$ cat config.mk
export PLATFORM = sky130hd
export DESIGN_NAME = serial_parity_word_gen_flat
export DESIGN_NICKNAME = d
export VERILOG_FILES = /design/src/rtl/serial_parity_word_gen_if.sv /design/src/rtl/serial_parity_word_gen.sv /design/src/flat_wrapper.sv
export SDC_FILE = /design/constraint.sdc
export NUM_CORES = 1
export LEC_CHECK = 0
export BUFFER_PORTS_ARGS = -buffer_cell sky130_fd_sc_hd__buf_2
export CAP_MARGIN = 40
export CORE_AREA = 2 2 39 41
export CTS_CLUSTER_DIAMETER = 30
export DETAILED_ROUTE_END_ITERATION = 16
export DIE_AREA = 0 0 41 43
export GPL_ROUTABILITY_DRIVEN = 0
export PLACE_DENSITY = 0.73
export SYNTH_ARGS = -nofsm -noshare
export SYNTH_HDL_FRONTEND = slang
export SYNTH_SLANG_ARGS = --single-unit
$ cat constraint.sdc
create_clock -name clock -period 1.6 [get_ports clock]
set_input_delay 0.32 -clock clock [delete_from_list [all_inputs] [get_ports clock]]
set_output_delay 0.32 -clock clock [all_outputs]
set_load 0.005 [all_outputs]
$ cat src/rtl/serial_parity_word_gen_if.sv
`default_nettype none
// ============================================================================
// Module   : serial_parity_word_gen_if
// Purpose  : Bundles the serial-in / word-out signals of serial_parity_word_gen.
//            The master side feeds bits and framing controls; the slave side
//            (the generator) returns parity, bit position and assembled words.
// Revision : 1.0 - initial release
// ============================================================================
interface serial_parity_word_gen_if #(
  parameter int WIDTH = 4
) ();

  localparam int c_idx_w = (WIDTH > 1) ? $clog2(WIDTH) : 1;

  logic               x;
  logic               x_valid;
  logic               sync_clr;
  logic               odd_sel;
  logic               z;
  logic [c_idx_w-1:0] bit_idx;
  logic [WIDTH-1:0]   word_q;
  logic               word_valid;
  logic               range_err;

  modport master (
    output x, x_valid, sync_clr, odd_sel,
    input  z, bit_idx, word_q, word_valid, range_err
  );

  modport slave (
    input  x, x_valid, sync_clr, odd_sel,
    output z, bit_idx, word_q, word_valid, range_err
  );

endinterface
`default_nettype wire

$ cat src/rtl/serial_parity_word_gen.sv
`default_nettype none
// ============================================================================
// Module   : serial_parity_word_gen
// Purpose  : Serial parity generator / word framer. Takes one bit per enabled
//            clock, emits the parity bit during the last bit slot of each
//            WIDTH-bit word, and publishes the assembled word with an
//            over-range flag one clock later.
// Revision : 1.0 - initial release
// ============================================================================
module serial_parity_word_gen #(
  parameter int          WIDTH     = 4,
  parameter int unsigned MAX_VALUE = 9,
  parameter bit          MSB_FIRST = 1'b1
) (
  input  logic                    clock,
  input  logic                    reset,
  serial_parity_word_gen_if.slave bus
);

  localparam int                 c_idx_w    = (WIDTH > 1) ? $clog2(WIDTH) : 1;
  localparam logic [c_idx_w-1:0] c_last_idx = c_idx_w'(WIDTH - 1);
  // When every WIDTH-bit value is legal the comparator is dropped entirely.
  localparam bit                 c_range_never =
    (64'(MAX_VALUE) >= ((64'd1 << WIDTH) - 64'd1));
  localparam logic [WIDTH-1:0]   c_max_word = WIDTH'(MAX_VALUE);

  logic [c_idx_w-1:0] r_bit_idx;
  logic               r_par;
  // Only WIDTH-1 earlier bits ever need to be remembered; the last bit of the
  // word comes straight from the input when the word is published.
  logic [WIDTH-2:0]   r_shift;
  logic [WIDTH-1:0]   r_word_q;
  logic               r_word_valid;
  logic               r_range_err;

  logic               w_last;
  logic               w_take;
  logic               w_over;
  logic [WIDTH-1:0]   w_word;
  logic [WIDTH-2:0]   w_next_shift;

  assign w_last = (r_bit_idx == c_last_idx);
  assign w_take = bus.x_valid & ~bus.sync_clr;

  // Word as it would look with the current bit appended, in arrival order.
  generate
    if (MSB_FIRST) begin : g_msb_first
      assign w_word       = {r_shift, bus.x};
      assign w_next_shift = w_word[WIDTH-2:0];
    end else begin : g_lsb_first
      assign w_word       = {bus.x, r_shift};
      assign w_next_shift = w_word[WIDTH-1:1];
    end
  endgenerate

  generate
    if (c_range_never) begin : g_no_range
      assign w_over = 1'b0;
    end else begin : g_range_chk
      assign w_over = (w_word > c_max_word);
    end
  endgenerate

  // Mealy parity: valid only while the final bit of the word is on the input.
  assign bus.z = reset & w_take & w_last & (r_par ^ bus.x ^ bus.odd_sel);

  // Bit counter, running parity, shift register and word publication.
  always_ff @(posedge clock or negedge reset) begin
    if (!reset) begin
      r_bit_idx    <= '0;
      r_par        <= 1'b0;
      r_shift      <= '0;
      r_word_q     <= '0;
      r_word_valid <= 1'b0;
      r_range_err  <= 1'b0;
    end else if (bus.sync_clr) begin
      r_bit_idx    <= '0;
      r_par        <= 1'b0;
      r_shift      <= '0;
      r_word_valid <= 1'b0;
    end else if (bus.x_valid) begin
      if (w_last) begin
        r_word_q     <= w_word;
        r_range_err  <= w_over;
        r_word_valid <= 1'b1;
        r_bit_idx    <= '0;
        r_par        <= 1'b0;
        r_shift      <= '0;
      end else begin
        r_shift      <= w_next_shift;
        r_par        <= r_par ^ bus.x;
        r_bit_idx    <= r_bit_idx + 1'b1;
        r_word_valid <= 1'b0;
      end
    end else begin
      r_word_valid <= 1'b0;
    end
  end

  assign bus.bit_idx    = r_bit_idx;
  assign bus.word_q     = r_word_q;
  assign bus.word_valid = r_word_valid;
  assign bus.range_err  = r_range_err;

endmodule
`default_nettype wire

$ cat src/flat_wrapper.sv
// flat-port wrapper written by rule: the top's interface ports become plain ports
module serial_parity_word_gen_flat 
#(
  parameter int          WIDTH     = 4,
  parameter int unsigned MAX_VALUE = 9,
  parameter bit          MSB_FIRST = 1'b1
)
  (clock, reset, bus_x, bus_x_valid, bus_sync_clr, bus_odd_sel, bus_z, bus_bit_idx, bus_word_q, bus_word_valid, bus_range_err);
  serial_parity_word_gen_if #(.WIDTH(WIDTH)) bus_i ();
  input  logic clock;
  input  logic reset;
  input wire logic [$bits(bus_i.x)-1:0] bus_x;
  input wire logic [$bits(bus_i.x_valid)-1:0] bus_x_valid;
  input wire logic [$bits(bus_i.sync_clr)-1:0] bus_sync_clr;
  input wire logic [$bits(bus_i.odd_sel)-1:0] bus_odd_sel;
  output wire logic [$bits(bus_i.z)-1:0] bus_z;
  output wire logic [$bits(bus_i.bit_idx)-1:0] bus_bit_idx;
  output wire logic [$bits(bus_i.word_q)-1:0] bus_word_q;
  output wire logic [$bits(bus_i.word_valid)-1:0] bus_word_valid;
  output wire logic [$bits(bus_i.range_err)-1:0] bus_range_err;
  assign bus_i.x = bus_x;
  assign bus_i.x_valid = bus_x_valid;
  assign bus_i.sync_clr = bus_sync_clr;
  assign bus_i.odd_sel = bus_odd_sel;
  assign bus_z = bus_i.z;
  assign bus_bit_idx = bus_i.bit_idx;
  assign bus_word_q = bus_i.word_q;
  assign bus_word_valid = bus_i.word_valid;
  assign bus_range_err = bus_i.range_err;
  serial_parity_word_gen #(.WIDTH(WIDTH), .MAX_VALUE(MAX_VALUE), .MSB_FIRST(MSB_FIRST)) u_core (.clock(clock), .reset(reset), .bus(bus_i));
endmodule
Yosys cells after proc, flatten, opt, wreduce, memory -nomap -nowiden
Index checks and enable logic that the tools add are counted.
Storage, ports and cells
  register bits: 12
  latch bits: 0
  bits in writable memories: 0
  ROM bits: 0
  input bits: 6
  output and inout port bits: 9
  logic and storage cells: 30
  memories kept: 0
Cells by class
  add/sub/neg operators: 1
  $mul: 0
  divide/modulo/power cells: 0
  $lt $le $gt $ge: 1
  equality and inequality tests: 1
  shift-type cells: 0
  mux-type cells: 12
  bitwise operators: 7
  reduce and logical (&&, ||, !) cells: 2
Operators by type and width (number)
  $mux 3: 3
  $mux 1: 6
  $mux 2: 3
  $and 1x1->1: 4
  $gt 4x4->1 const B: 1
  $reduce_and 3->1: 1
  $add 2x1->2 const B: 1
  $eq 2x2->1 const B: 1
  $reduce_bool 2->1: 1
  $xor 1x1->1: 2
  $not 1->1: 1

Logic depth before layout (Yosys ltp)
  depth after elaboration: 5
  depth in mapped cells: 5
  depth with buffers taken out: 5

Worst setup path before layout
OpenSTA, ideal clock, no wires.
  path type: register to output
  start: register u_core.r_bit_idx[0] (netlist: u_core.bus.bit_idx[0])
  end: output port bus_z
  arrival: 1.006 ns
  data required time: 1.280 ns
  slack: 0.274 ns
  stages on the path, launching flop included: 5
  path buffers: 0
  cells stage by stage: dfrtp_1 > ha_1 > nand3b_4 > inv_4 > and3_1
Between the ends
  word-level cells in the longest chain between the ends: 3
Ends and longest elaborated chain
  from (decl): line serial_parity_word_gen.sv:27  | logic [c_idx_w-1:0] r_bit_idx;
  from (signal assigned): line serial_parity_word_gen.sv:92  | r_bit_idx <= r_bit_idx + 1'b1;
  $eq 2x2->1: line serial_parity_word_gen.sv:42  | assign w_last = (r_bit_idx == c_last_idx);
  $and 1x1->1 (2 in series): line serial_parity_word_gen.sv:65  | assign bus.z = reset & w_take & w_last & (r_par ^ bus.x ^ bus.odd_sel);
  to (decl): line flat_wrapper.sv:16  | output wire logic [$bits(bus_i.z)-1:0] bus_z;
No other way between the ends.

Final worst setup path
  start: input port reset
  end: output port bus_z
Between the ends
  word-level cells in the longest chain between the ends: 3
Ends and longest elaborated chain
  from (decl): line flat_wrapper.sv:11  | input logic reset;
  $and 1x1->1 (3 in series): line serial_parity_word_gen.sv:65
No other way between the ends.

==> flow_metrics.py <==
metrics = {
    "run_status": {
        "status": "complete, no violations",
    },
    "route": {
        "drt_pass1_iterations": 4,
        "vias_per_cell": 4.699,
        "wl_um": 1149,
        "routedWlPerCell_um": 12.35,
        "drc": 0,
        "routed-via-count": 437,
        "drt_iter0_drc": 5,
        "postRouteAntennaNets": 0,
    },
    "worst_hold_path": {
        "whs_endpoint": "u_core.r_shift[2]",
        "holdCritPathClass": "input pin to register",
        "whs_path_depth": 2,
        "worstHoldStart": "bus_sync_clr",
    },
    "die": {
        "die-area_um2": 1763,
        "io_pins": 15,
        "die_x_um": 41,
        "die_y_um": 43,
        "start_util_pct": 39.42,
        "floorplan.core_area_um2": 1384,
        "rows": 14,
    },
    "clocking": {
        "numClockSinks": 12,
        "cts_made_buffers": 3,
        "cts.path.max_buffers": 2,
        "h-tree-depth": 1,
        "clkSlewWorstSetupHoldPaths_ns": 0.07,
        "cts_tree": "done",
        "root_buffer": "clkbuf_4",
        "worstSkewPairLatency_ns": 0.26,
    },
    "timing": {
        "rsz0062_at_grt": "yes",
        "tns_ns": 0,
        "maxSlewHeadroom_pct": 84.70,
        "fin_crit_sh_pct": 99.57,
        "finalSetupViolations": 0,
        "min_period_ns": 1.593,
        "slew_viol_final": 0,
        "hold_violations": 0,
        "worst_pin_slew_ns": 0.2294,
        "fin_worst_skew_ns": 0.0005786,
        "fmax_ghz": 0.6277,
    },
    "placement": {
        "numPortBuffers": 14,
        "dpl_cell_area_um2": 635.6,
    },
    "worst_setup_path": {
        "crit_type": "input pin to output port",
        "required_ns": 1.28,
        "rrSetupSlack_ns": 0.40,
        "cp-start-kind": "input pin",
        "r2r_end": "u_core.bus.bit_idx[1]",
        "cp-end-kind": "output port",
        "rr_worst_depth": 4,
        "worst_ep_arrival_time_ns": 1.27,
        "path_max_fanout": 2,
        "r2r-start": "u_core.bus.bit_idx[0]",
    },
    "synth": {
        "yosysSeqAreaShare_pct": 55.05,
        "yosys.area.top_type": "dfrtp_1",
        "synth.distinct_cells": 15,
        "syn-cell-area_um2": 545.5,
        "synth-async-reset-ratio_pct": 100.0,
        "synth_top_area_share_pct": 55.05,
        "synthTopCellsByCount": "13 x nand2_1, 12 x dfrtp_1, 4 x nor2_1",
        "synth_nets": 60,
        "synth_seq_cells": 12,
        "ys.flop_type": "dfrtp_1",
        "synthCells": 52,
        "yosys_warnings": 0,
        "avgSynthCellArea_um2": 10.49,
        "synth-edff-count": 0,
        "yosysMostFrequentCell": "nand2_1",
        "netlist_top_cells_area": "dfrtp_1 55%, nand2_1 8.9%, xnor2_1 4.8%",
    },
    "grt": {
        "grt_overflow": 0,
        "grt_max_degree": 13,
        "grt_pass1_vias": 425,
        "antenna_found_initial": 0,
        "grt_pass1_wl_um": 1738,
        "grt_use_total_pct": 15.31,
    },
    "pwr": {
        "pwr-share-clk_pct": 28.9,
        "power.density_nw_per_um2": 805.8,
        "switching_share_pct": 24.61,
        "seqPwrFrac_pct": 55.0,
        "ir_worst_vdd_v": 0.0005450,
        "power.switching_uw": 149.1,
        "power.internal_uw": 456.8,
        "combPwrFrac_pct": 16.0,
        "p_leak_uw": 0.0004131,
    },
    "cells_and_area": {
        "insertedDiodeCount": 0,
        "syn_to_final_growth_pct": 37.84,
        "drive_gt1_share_pct": 38.96,
        "final_cell_area_um2": 752.0,
        "filler_cell_count": 115,
        "fin_nets": 87,
    },
    "run": {
        "drv_cap": 0,
    },
}
layout by cell type (no fill, tap or decap), types with 2 or more instances in the layout:
| cell | count |
|---|---|
| nand2_1 | 13 |
| buf_2 | 13 |
| dfrtp_1 | 12 |
| buf_4 | 8 |
| nor2_1 | 4 |
| nand2b_1 | 3 |
| nand3b_1 | 3 |
| a21oi_1 | 3 |
| o21ai_0 | 3 |
| clkbuf_4 | 3 |
| xnor2_1 | 2 |
per-layer routing:
metal,vias to the layer above,wire [µm],track usage [%]
met5,-,0,0
met4,0,0,8.000
met3,0,55,6.283
met2,14,594,23.44
met1,198,499,17.29
li1,225,-,-
metrics by stage:
| stage | hold slack (ns) | instances | power (µW) | utilization, % | worst slack [ns] |
|---|---|---|---|---|---|
| global placement | 0.2772 | 82 | 413.0 | 45.93 | 0.1633 |
| detailed placement | 0.2804 | 82 | 415.0 | 45.93 | 0.1480 |
| floorplan | 0.02441 | 52 | 377.8 | - | 0.2737 |
| finish | 0.3034 | 93 | 606.0 | 54.34 | 0.006869 |
| CTS | 0.3021 | 89 | 601.5 | 50.09 | 0.0008031 |
| global route | 0.3005 | 93 | 643.4 | 54.34 | -0.02616 |
logic make-up after synthesis:
family	synth area share [%]
multiplexers	1.835
flip-flops	55.05
AO/OA/AOI/OAI	7.109
adder cells (fa/ha/maj)	4.586
XOR/XNOR	4.817
buffers and inverters	2.524
AND/OR/NAND/NOR	24.08
power by group through the flow:
stage          Clock (µW)  Sequential, µW  Combinational [µW]
6_report              175             334                97.2
2_1_floorplan           0             339                38.4
3_5_place_dp            0             339                75.5
5_1_grt               200             335                 109
3_3_place_gp            0             339                74.0
4_1_cts               180             331                89.9
flip-flops by register name, indices dropped and copies added (netlist names):
| signal | flops |
|---|---|
| u_core.bus.bit_idx | 2 |
| u_core.r_shift | 3 |
| u_core.bus.range_err | 1 |
| u_core.r_par | 1 |
| u_core.bus.word_valid | 1 |
| u_core.bus.word_q | 4 |
worst max-delay path: stages:
cell	delay [ns]
dlygate4sd3_1	0.54
buf_2	0.14
and3_4	0.17
buf_6	0.11
cell type report:
class | count | area (µm²) | area share (%)
sequential | 12 | 300.3 | 39.93
multi-input combinational | 38 | 256.5 | 34.11
timing repair buffer | 23 | 146.4 | 19.47
clock buffer | 3 | 22.52 | 2.995
tap | 16 | 20.02 | 2.662
inverter | 1 | 6.256 | 0.8319
worst max-delay path by stage:
stage,cells after the start,startpoint,end
after global placement,5,u_core.bus.bit_idx[0],bus_z
after CTS,5,u_core.bus.bit_idx[0],bus_z
after floorplan,4,u_core.bus.bit_idx[0],bus_z
after detailed placement,5,u_core.bus.bit_idx[0],bus_z
after global routing,5,u_core.bus.bit_idx[1],bus_z
final,4,reset,bus_z
timing repair:
action | 4_1_cts | 5_1_grt
hold buffers | 1 | 0
buffers inserted | 3 | 4
hold endpoints to repair | 12 | 0
pin swaps | 0 | 3
setup endpoints to repair | 1 | 1
resized for setup | 1 | 4
No activity file was read; power rests on OpenSTA's default activity.
